### src/rtl/mem_access_unit.sv
// Memory stage: runs loads/stores over a req/addr_ok/data_ok data bus and
// produces the registered writeback bundle (extended load data or ALU result).
module mem_access_unit #(
  parameter int ADDR_WIDTH = 32
) (
  input  logic                  clk,
  input  logic                  reset,
  input  logic                  ex_valid,
  input  logic [3:0]            ex_mem_op,
  input  logic [ADDR_WIDTH-1:0] ex_mem_address,
  input  logic [31:0]           ex_store_data,
  input  logic                  ex_write_reg,
  input  logic [4:0]            ex_write_reg_address,
  input  logic [31:0]           ex_write_reg_data,
  input  logic                  ex_has_excep,
  input  logic [4:0]            ex_excep_code,
  input  logic [31:0]           ex_pc,
  output logic                  is_busbusy,
  output logic                  data_req,
  output logic                  data_wr,
  output logic [1:0]            data_size,
  output logic [ADDR_WIDTH-1:0] data_addr,
  output logic [31:0]           data_wdata,
  input  logic                  data_addr_ok,
  input  logic [31:0]           data_rdata,
  input  logic                  data_data_ok,
  output logic                  wb_we,
  output logic [4:0]            wb_reg_address,
  output logic [31:0]           wb_reg_data,
  output logic [4:0]            wb_excep_code,
  output logic [31:0]           wb_pc
);

  localparam logic [3:0] OP_LB  = 4'd1;
  localparam logic [3:0] OP_LBU = 4'd2;
  localparam logic [3:0] OP_LH  = 4'd3;
  localparam logic [3:0] OP_LHU = 4'd4;
  localparam logic [3:0] OP_LW  = 4'd5;
  localparam logic [3:0] OP_SB  = 4'd9;
  localparam logic [3:0] OP_SH  = 4'd10;
  localparam logic [3:0] OP_SW  = 4'd11;

  typedef enum logic [1:0] {S_IDLE, S_REQ, S_WAIT, S_DONE} state_t;

  state_t      state, state_nxt;
  logic        op_valid;
  logic        start;
  logic        data_done;
  logic [1:0]  size_dec;
  logic [31:0] wdata_dec;
  logic [31:0] load_ext;
  logic [7:0]  sel_byte;
  logic [15:0] sel_half;

  logic [3:0]  lat_op;
  logic [4:0]  lat_reg_addr;
  logic        lat_we;
  logic [31:0] lat_pc;
  logic [4:0]  lat_excep_code;
  logic [31:0] rdata_q;

  always_comb begin
    op_valid = 1'b0;
    case (ex_mem_op)
      OP_LB, OP_LBU, OP_LH, OP_LHU, OP_LW, OP_SB, OP_SH, OP_SW: op_valid = 1'b1;
      default: op_valid = 1'b0;
    endcase
  end

  assign start      = (state == S_IDLE) & ex_valid & op_valid & ~ex_has_excep;
  assign is_busbusy = start | (state == S_REQ) | (state == S_WAIT);
  // Gated by reset so an in-flight request is withdrawn in the reset cycle itself.
  assign data_req   = (state == S_REQ) & ~reset;
  assign data_done  = ((state == S_REQ) & data_addr_ok & data_data_ok) |
                      ((state == S_WAIT) & data_data_ok);

  always_comb begin
    size_dec  = 2'd2;
    wdata_dec = ex_store_data;
    case (ex_mem_op)
      OP_LB, OP_LBU, OP_SB: begin
        size_dec  = 2'd0;
        wdata_dec = {4{ex_store_data[7:0]}};
      end
      OP_LH, OP_LHU, OP_SH: begin
        size_dec  = 2'd1;
        wdata_dec = {2{ex_store_data[15:0]}};
      end
      default: ;
    endcase
  end

  always_comb begin
    sel_byte = rdata_q[7:0];
    case (data_addr[1:0])
      2'd0: sel_byte = rdata_q[7:0];
      2'd1: sel_byte = rdata_q[15:8];
      2'd2: sel_byte = rdata_q[23:16];
      2'd3: sel_byte = rdata_q[31:24];
      default: ;
    endcase
    sel_half = data_addr[1] ? rdata_q[31:16] : rdata_q[15:0];
    case (lat_op)
      OP_LB:   load_ext = {{24{sel_byte[7]}}, sel_byte};
      OP_LBU:  load_ext = {24'd0, sel_byte};
      OP_LH:   load_ext = {{16{sel_half[15]}}, sel_half};
      OP_LHU:  load_ext = {16'd0, sel_half};
      default: load_ext = rdata_q;
    endcase
  end

  always_comb begin
    state_nxt = state;
    case (state)
      S_IDLE: if (start) state_nxt = S_REQ;
      S_REQ: begin
        if (data_addr_ok && data_data_ok) state_nxt = S_DONE;
        else if (data_addr_ok)            state_nxt = S_WAIT;
      end
      S_WAIT: if (data_data_ok) state_nxt = S_DONE;
      S_DONE: state_nxt = S_IDLE;
      default: state_nxt = S_IDLE;
    endcase
  end

  always_ff @(posedge clk) begin
    if (reset) begin
      state          <= S_IDLE;
      data_wr        <= 1'b0;
      data_size      <= '0;
      data_addr      <= '0;
      data_wdata     <= '0;
      lat_op         <= '0;
      lat_reg_addr   <= '0;
      lat_we         <= 1'b0;
      lat_pc         <= '0;
      lat_excep_code <= '0;
      rdata_q        <= '0;
    end else begin
      state <= state_nxt;
      if (start) begin
        data_wr        <= ex_mem_op[3];
        data_size      <= size_dec;
        data_addr      <= ex_mem_address;
        data_wdata     <= wdata_dec;
        lat_op         <= ex_mem_op;
        lat_reg_addr   <= ex_write_reg_address;
        lat_we         <= ex_write_reg;
        lat_pc         <= ex_pc;
        lat_excep_code <= ex_excep_code;
      end
      if (data_done) rdata_q <= data_rdata;
    end
  end

  always_ff @(posedge clk) begin
    if (reset) begin
      wb_we          <= 1'b0;
      wb_reg_address <= '0;
      wb_reg_data    <= '0;
      wb_excep_code  <= '0;
      wb_pc          <= '0;
    end else begin
      case (state)
        S_DONE: begin
          wb_we          <= data_wr ? 1'b0 : lat_we;
          wb_reg_address <= lat_reg_addr;
          wb_excep_code  <= lat_excep_code;
          wb_pc          <= lat_pc;
          if (!data_wr) wb_reg_data <= load_ext;
        end
        S_IDLE: begin
          if (ex_valid && !start) begin
            wb_we          <= ex_write_reg & ~ex_has_excep;
            wb_reg_address <= ex_write_reg_address;
            wb_reg_data    <= ex_write_reg_data;
            wb_excep_code  <= ex_excep_code;
            wb_pc          <= ex_pc;
          end else begin
            wb_we <= 1'b0;
          end
        end
        default: wb_we <= 1'b0;
      endcase
    end
  end

endmodule
### config.mk
export PLATFORM = sky130hd
export DESIGN_NAME = mem_access_unit
export DESIGN_NICKNAME = d
export VERILOG_FILES = /design/src/rtl/mem_access_unit.sv
export SDC_FILE = /design/constraint.sdc
export NUM_CORES = 1
export LEC_CHECK = 0
export ABC_AREA = 1
export CAP_MARGIN = 5
export CORE_UTILIZATION = 29
export CTS_CLUSTER_DIAMETER = 100
export DETAILED_ROUTE_END_ITERATION = 6
export SKIP_CTS_REPAIR_TIMING = 1
export SLEW_MARGIN = 25
export SYNTH_ARGS = -nofsm -noshare
export SYNTH_HDL_FRONTEND = slang
export SYNTH_SLANG_ARGS = --single-unit
export TNS_END_PERCENT = 5
### constraint.sdc
create_clock -name clk -period 2.1 [get_ports clk]
set_input_delay 0.21 -clock clk [delete_from_list [all_inputs] [get_ports clk]]
set_output_delay 0.21 -clock clk [all_outputs]
set_load 0.02 [all_outputs]
Yosys cells after proc, flatten, opt, wreduce, memory -nomap -nowiden:

Memories as Yosys holds them, arrays and structs flattened.
Cells that the tools add are included.

* eq/ne operators: 21
* reductions and logical operators: 11
* divide/modulo/power cells: 0
* $lt $le $gt $ge: 0
* bitwise operators: 13
* mux-type cells: 22
* multipliers: 0
* add/sub/neg operators: 0
* shift operators: 0

Operator list (number)
* one-hot mux 32 bit (2 select lines): 3
* one-hot mux 32 bit (4 select lines): 1
* 2-to-1 mux 32 bit: 3
* one-hot mux 8 bit (4 select lines): 1
* one-hot mux 5 bit (2 select lines): 2
* equality test 4 x 2 -> 1 bit, second input constant: 4
* 2-to-1 mux 16 bit: 1
* 2-to-1 mux 5 bit: 2
* AND 1 bit: 8
* equality test 2 bit, second input constant: 4
* equality test 4 x 1 -> 1 bit, second input constant: 2
* equality test 4 x 3 -> 1 bit, second input constant: 2
* equality test 4 bit, second input constant: 2
* 2-to-1 mux 2 bit: 4
* one-hot mux 2 bit (4 select lines): 1
* inequality test 2 bit, second input constant: 3
* AND reduction 3 bit: 2
* OR reduction 3 bit: 2
* equality test 2 x 1 -> 1 bit, second input constant: 2
* logical NOT 2 bit: 2
* one-hot mux 2 bit (2 select lines): 1
* inequality test 3 x 2 -> 1 bit, second input constant: 1
* OR 1 bit: 3
* logical AND 1 bit: 2
* 7 further kinds: 9

* ROM bits: 16
* RAM bits: 0
* latch bits: 0
* memories: 1
* input port bits: 181
* output and inout port bits: 144
* register bits: 223

Memory list
* (no name shown): words 16, bits a word 1, rd ports 1, clocked after Yosys merged registers in 0, wr ports 0, RTL line 64 `case (ex_mem_op)`

Depth between registers and ports, before layout:

* depth in word-level cells: 8
* mapped depth: 12
* depth with buffers taken out: 11

Worst setup path before layout:

No wires, ideal clock.

* path type: reg2reg
* start point: register state[0]
* end point: register wb_reg_data[1]
* path slack: 272 ps
* stages on the path, launching flop included: 8
* required time: 1986 ps
* setup time: 114 ps
* arrival: 1715 ps
* cell sequence: dfxtp_1 -> inv_1 -> ha_1 -> a21oi_1 -> clkbuf_1 -> nand3_1 -> a21oi_1 -> nor2_1

* word-level cells in the longest chain between the ends: 8
* elaborated cells between the ends (all ways): 12
* classes of those cells: eq/ne (3); mux (1); bitwise (3); reduce/logical (5)

RTL lines
* start: declaration: RTL line 45 `state_t state, state_nxt;`
* start signal: assignment: RTL line 140 `state <= state_nxt;`
* logical NOT 2 bit: RTL line 70, 164
* AND 1 bit (3 in a row): RTL line 70 `assign start = (state == S_IDLE) & ex_valid & op_valid & ~ex_has_excep;`
* logical NOT 1 bit: RTL line 173 `if (ex_valid && !start) begin`
* logical AND 1 bit: RTL line 173
* inequality test 2 x 1 -> 1 bit (no source line)
* AND reduction 3 bit (no source line)
* end signal: assignment: RTL line 170 `if (!data_wr) wb_reg_data <= load_ext;`
* end signal: assignment: RTL line 176 `wb_reg_data <= ex_write_reg_data;`
* end: declaration: RTL line 29 `output logic [31:0] wb_reg_data,`

Parallel ways exist; a longest one is shown, timed or not.
A chain may end at the register's enable or synchronous reset.

Final worst setup path:

* start point: register state[1]
* end point: output port is_busbusy

* word-level cells in the longest chain between the ends: 6
* elaborated cells between the ends (all ways): 8
* classes of those cells: eq/ne (2); bitwise (5); reduce/logical (1)

RTL lines
* logical NOT 2 bit: RTL line 70
* AND 1 bit (3 in a row): RTL line 70
* OR 1 bit: RTL line 71 `assign is_busbusy = start | (state == S_REQ) | (state == S_WAIT);`
* OR 1 bit *: RTL line 71
* end: declaration: RTL line 18 `output logic is_busbusy,`

Every way passes the cells marked *; elsewhere a longest branch is shown, timed or not.

==> results.toml <==
[status]
status = "finished, final reports clean"

[pwr]
ir_drop_uv = 1102
power_density_nw_per_um2 = 1164
p_leak_nw = 6.114

[setup_path]
crit_cells = 7
crit-reg2reg-launch = "state[1]"
required_ns = 1.89
cp_num_buf_inv = 2
slowest_stage = "dfxtp_1"
cp.arrival_ns = 1.78
r2r_cells = 9
max_stage_delay_ns = 0.33
start_kind = "flip-flop"
cp-startpoint = "state[1]"
path_delay_family = "simple AND/OR/NAND/NOR gates"
crit_path_end = "is_busbusy"
worst_setup_path_end_kind = "output port"
reg2reg_slack_ns = 0.13
cp_cell_sequence = "inv_1 -> ha_4 -> nand2_1 -> nor2_1 -> nand2_4 -> nand3_1 -> buf_2"
crit_fanout = 7
path_class = "reg2out"
reg2reg_to = "lat_op[0]"

[global_routing]
grt_use_total_pct = 19.30
grt.overflow.total = 0
grt_pass1_wl_microns = 55230
antenna_found_initial = 4
grt_max_degree = 121
grt_pass1_vias = 10180

[logic_synthesis]
synth_flop_cell = "dfxtp_1"
synth_cell_types = 32
ys_warn_count = 0
synth.ff_latch_count = 222
synth_fp_nets = 1653
syn_area_sq_um = 10010
synth-edff-count = 0
seq_area_frac_synth_pct = 44.41
synth_area_per_cell_sq_um = 6.822
synthArstFlopShare_pct = 0
synth_cells = 1467

[route]
drc = 0
dr.first_iter.drc_count = 638
via_count = 10520
antenna_left = 0
dr.pass1.iters = 4
routed_wl_microns = 34820
via_per_inst = 4.728
routedWlPerCell_microns = 15.65

[final_layout]
finalInstanceArea_sq_um = 14760
layout.nets = 1944
drive_gt1_share_pct = 6.588
regArea_sq_um = 4447
final_cells = 2225
fillers = 3453
synthToLayoutAreaGrowth_pct = 47.46
multiInputGateArea_sq_um = 4658

[sta]
skew_ns = 0.01400
slew-limit-headroom_pct = 53.52
rsz0062_at_grt = "yes"
period_share_pct = 94.99
whs_ns = 0.2318
clock.fmax_mhz = 501.3
setup_viol = 0
fin_ws_ns = 0.1052
worst_pin_slew_ns = 0.6971
hold_viol_final = 0
fin_crit_ns = 1.995
maxSlewViolCount = 0

[floorplanning]
start_util_pct = 29.62
die-width_microns = 187.8
core_area_sq_um = 33780
die_h_microns = 187.8
rows = 67
fp.dieArea_sq_um = 35260
ios = 325

[cts]
clock_sinks = 222
cts_buffers = 26
clkLatencyLatePin_ns = 0.54
clock-root-buffer = "clkbuf_16"
htree_levels = 1
cts_tree = "built"
clkSlewWorstSetupHoldPaths_ns = 0.06
cts_max_path_buffers = 3

[hold_path]
hold_class = "in2reg"

[placed_design]
dpl_worst_slack_ns = 0.006285
dp.cells = 2178
place.gp.congestion = 0.8409
hpwl_microns = 24170
numPortBuffers = 324
placed_area_sq_um = 13850

[run]
drv_cap = 0
-- worst reg2reg max path, stage by stage, from the launching register on --
cell and delay [ns]:
dfxtp_1 0.33, inv_1 0.11, ha_4 0.18, nand2_1 0.06, nor2_1 0.17, nand2_4 0.11, buf_4 0.18, buf_12 0.18
o21ai_0 0.46, a21oi_1 0.07
-- layout by cell type (no fill, tap or decap), drive strengths merged, types with 2 or more instances in the layout --
cell type and count:
nor2 227, and2 7, clkdlybuf4s50 322, a21oi 155, ha 5, buf 41, o21ai 231, clkbuf 37
dfxtp 222, bufinv 2, nand4 4, clkinv 6, inv 124, clkinvlp 3, nand3 127, nand2 258
-- per-layer routing --
metal	track usage (%)	vias up	routed length, microns
met5	0	-	41
met4	5.347	6	860
met3	5.241	59	2739
met2	31.77	334	16030
met1	24.65	4780	15140
li1	-	5340	-
-- report_power, final --
group,internal (mW),switching (mW)
combinational,2.84,3.99
sequential,5.16,0.500
clock,2.82,1.86
total,10.8,6.36
-- synth_stat cells, types with 2 or more instances --
cell type | instances | share of area, %
nand2_1 | 253 | 9.5
nor2_1 | 226 | 8.5
dfxtp_1 | 222 | 44
o21ai_0 | 221 | 11
a21oi_1 | 153 | 7.7
nand3_1 | 125 | 6.3
inv_1 | 116 | 4.4
clkbuf_1 | 61 | 2.3
buf_2 | 28 | 1.4
o21ai_1 | 9 | 0.45
and2_1 | 7 | 0.44
inv_2 | 6 | 0.23
buf_4 | 5 | 0.38
ha_1 | 5 | 0.63
buf_6 | 4 | 0.45
clkbuf_2 | 3 | 0.15
nand2_4 | 3 | 0.34
nand4_1 | 3 | 0.19
a21oi_2 | 2 | 0.18
inv_4 | 2 | 0.12
nand2_2 | 2 | 0.12
-- worst min-delay path by stage --
stage	from	endpoint	slack (ns)	depth (start not counted)
after floorplan	reset	rdata_q[15]	0.28	1
after global placement	lat_pc[17]	lat_pc[17]	0.43	2
after detailed placement	lat_pc[27]	lat_pc[27]	0.44	2
after CTS	ex_store_data[21]	data_wdata[21]	0.21	3
after global routing	data_rdata[15]	rdata_q[15]	0.23	3
final	ex_store_data[21]	data_wdata[21]	0.23	3
-- cell type report --
class / count / share of cell area, %
Clock inverter: 10 / 0.8054
Tap cell: 448 / 3.798
Timing Repair Buffer: 364 / 25.18
Clock buffer: 36 / 5.273
Inverter: 125 / 3.230
Antenna cell: 1 / 0.01696
Multi-Input combinational cell: 1019 / 31.56
Sequential cell: 222 / 30.13
-- cell families after synthesis --
kind of cell / share of synthesized area [%]
AND/OR/NAND/NOR: 25.95
AO/OA/AOI/OAI: 19.62
buffers and inverters: 9.401
flip-flops: 44.41
adder cells (fa/ha/maj): 0.6251
-- through the flow --
step,power [mW],TNS (ns),util (%)
after floorplan,9.670,0,-
after global placement,12.52,0,40.98
after detailed placement,12.57,0,40.98
after CTS,17.39,-0.7296,43.64
after global routing,18.38,-0.008876,43.68
final,17.18,0,43.68
-- registers in the layout, summed over array words and instances, names as in the netlist, 3 cells and up --
register / flops
wb_pc: 32
lat_pc: 32
wb_reg_data: 32
data_wdata: 32
lat_reg_addr: 5
wb_reg_address: 5
data_addr: 32
wb_excep_code: 5
rdata_q: 32
lat_excep_code: 5
lat_op: 3
Note: power is estimated with default switching activity, not from simulation.
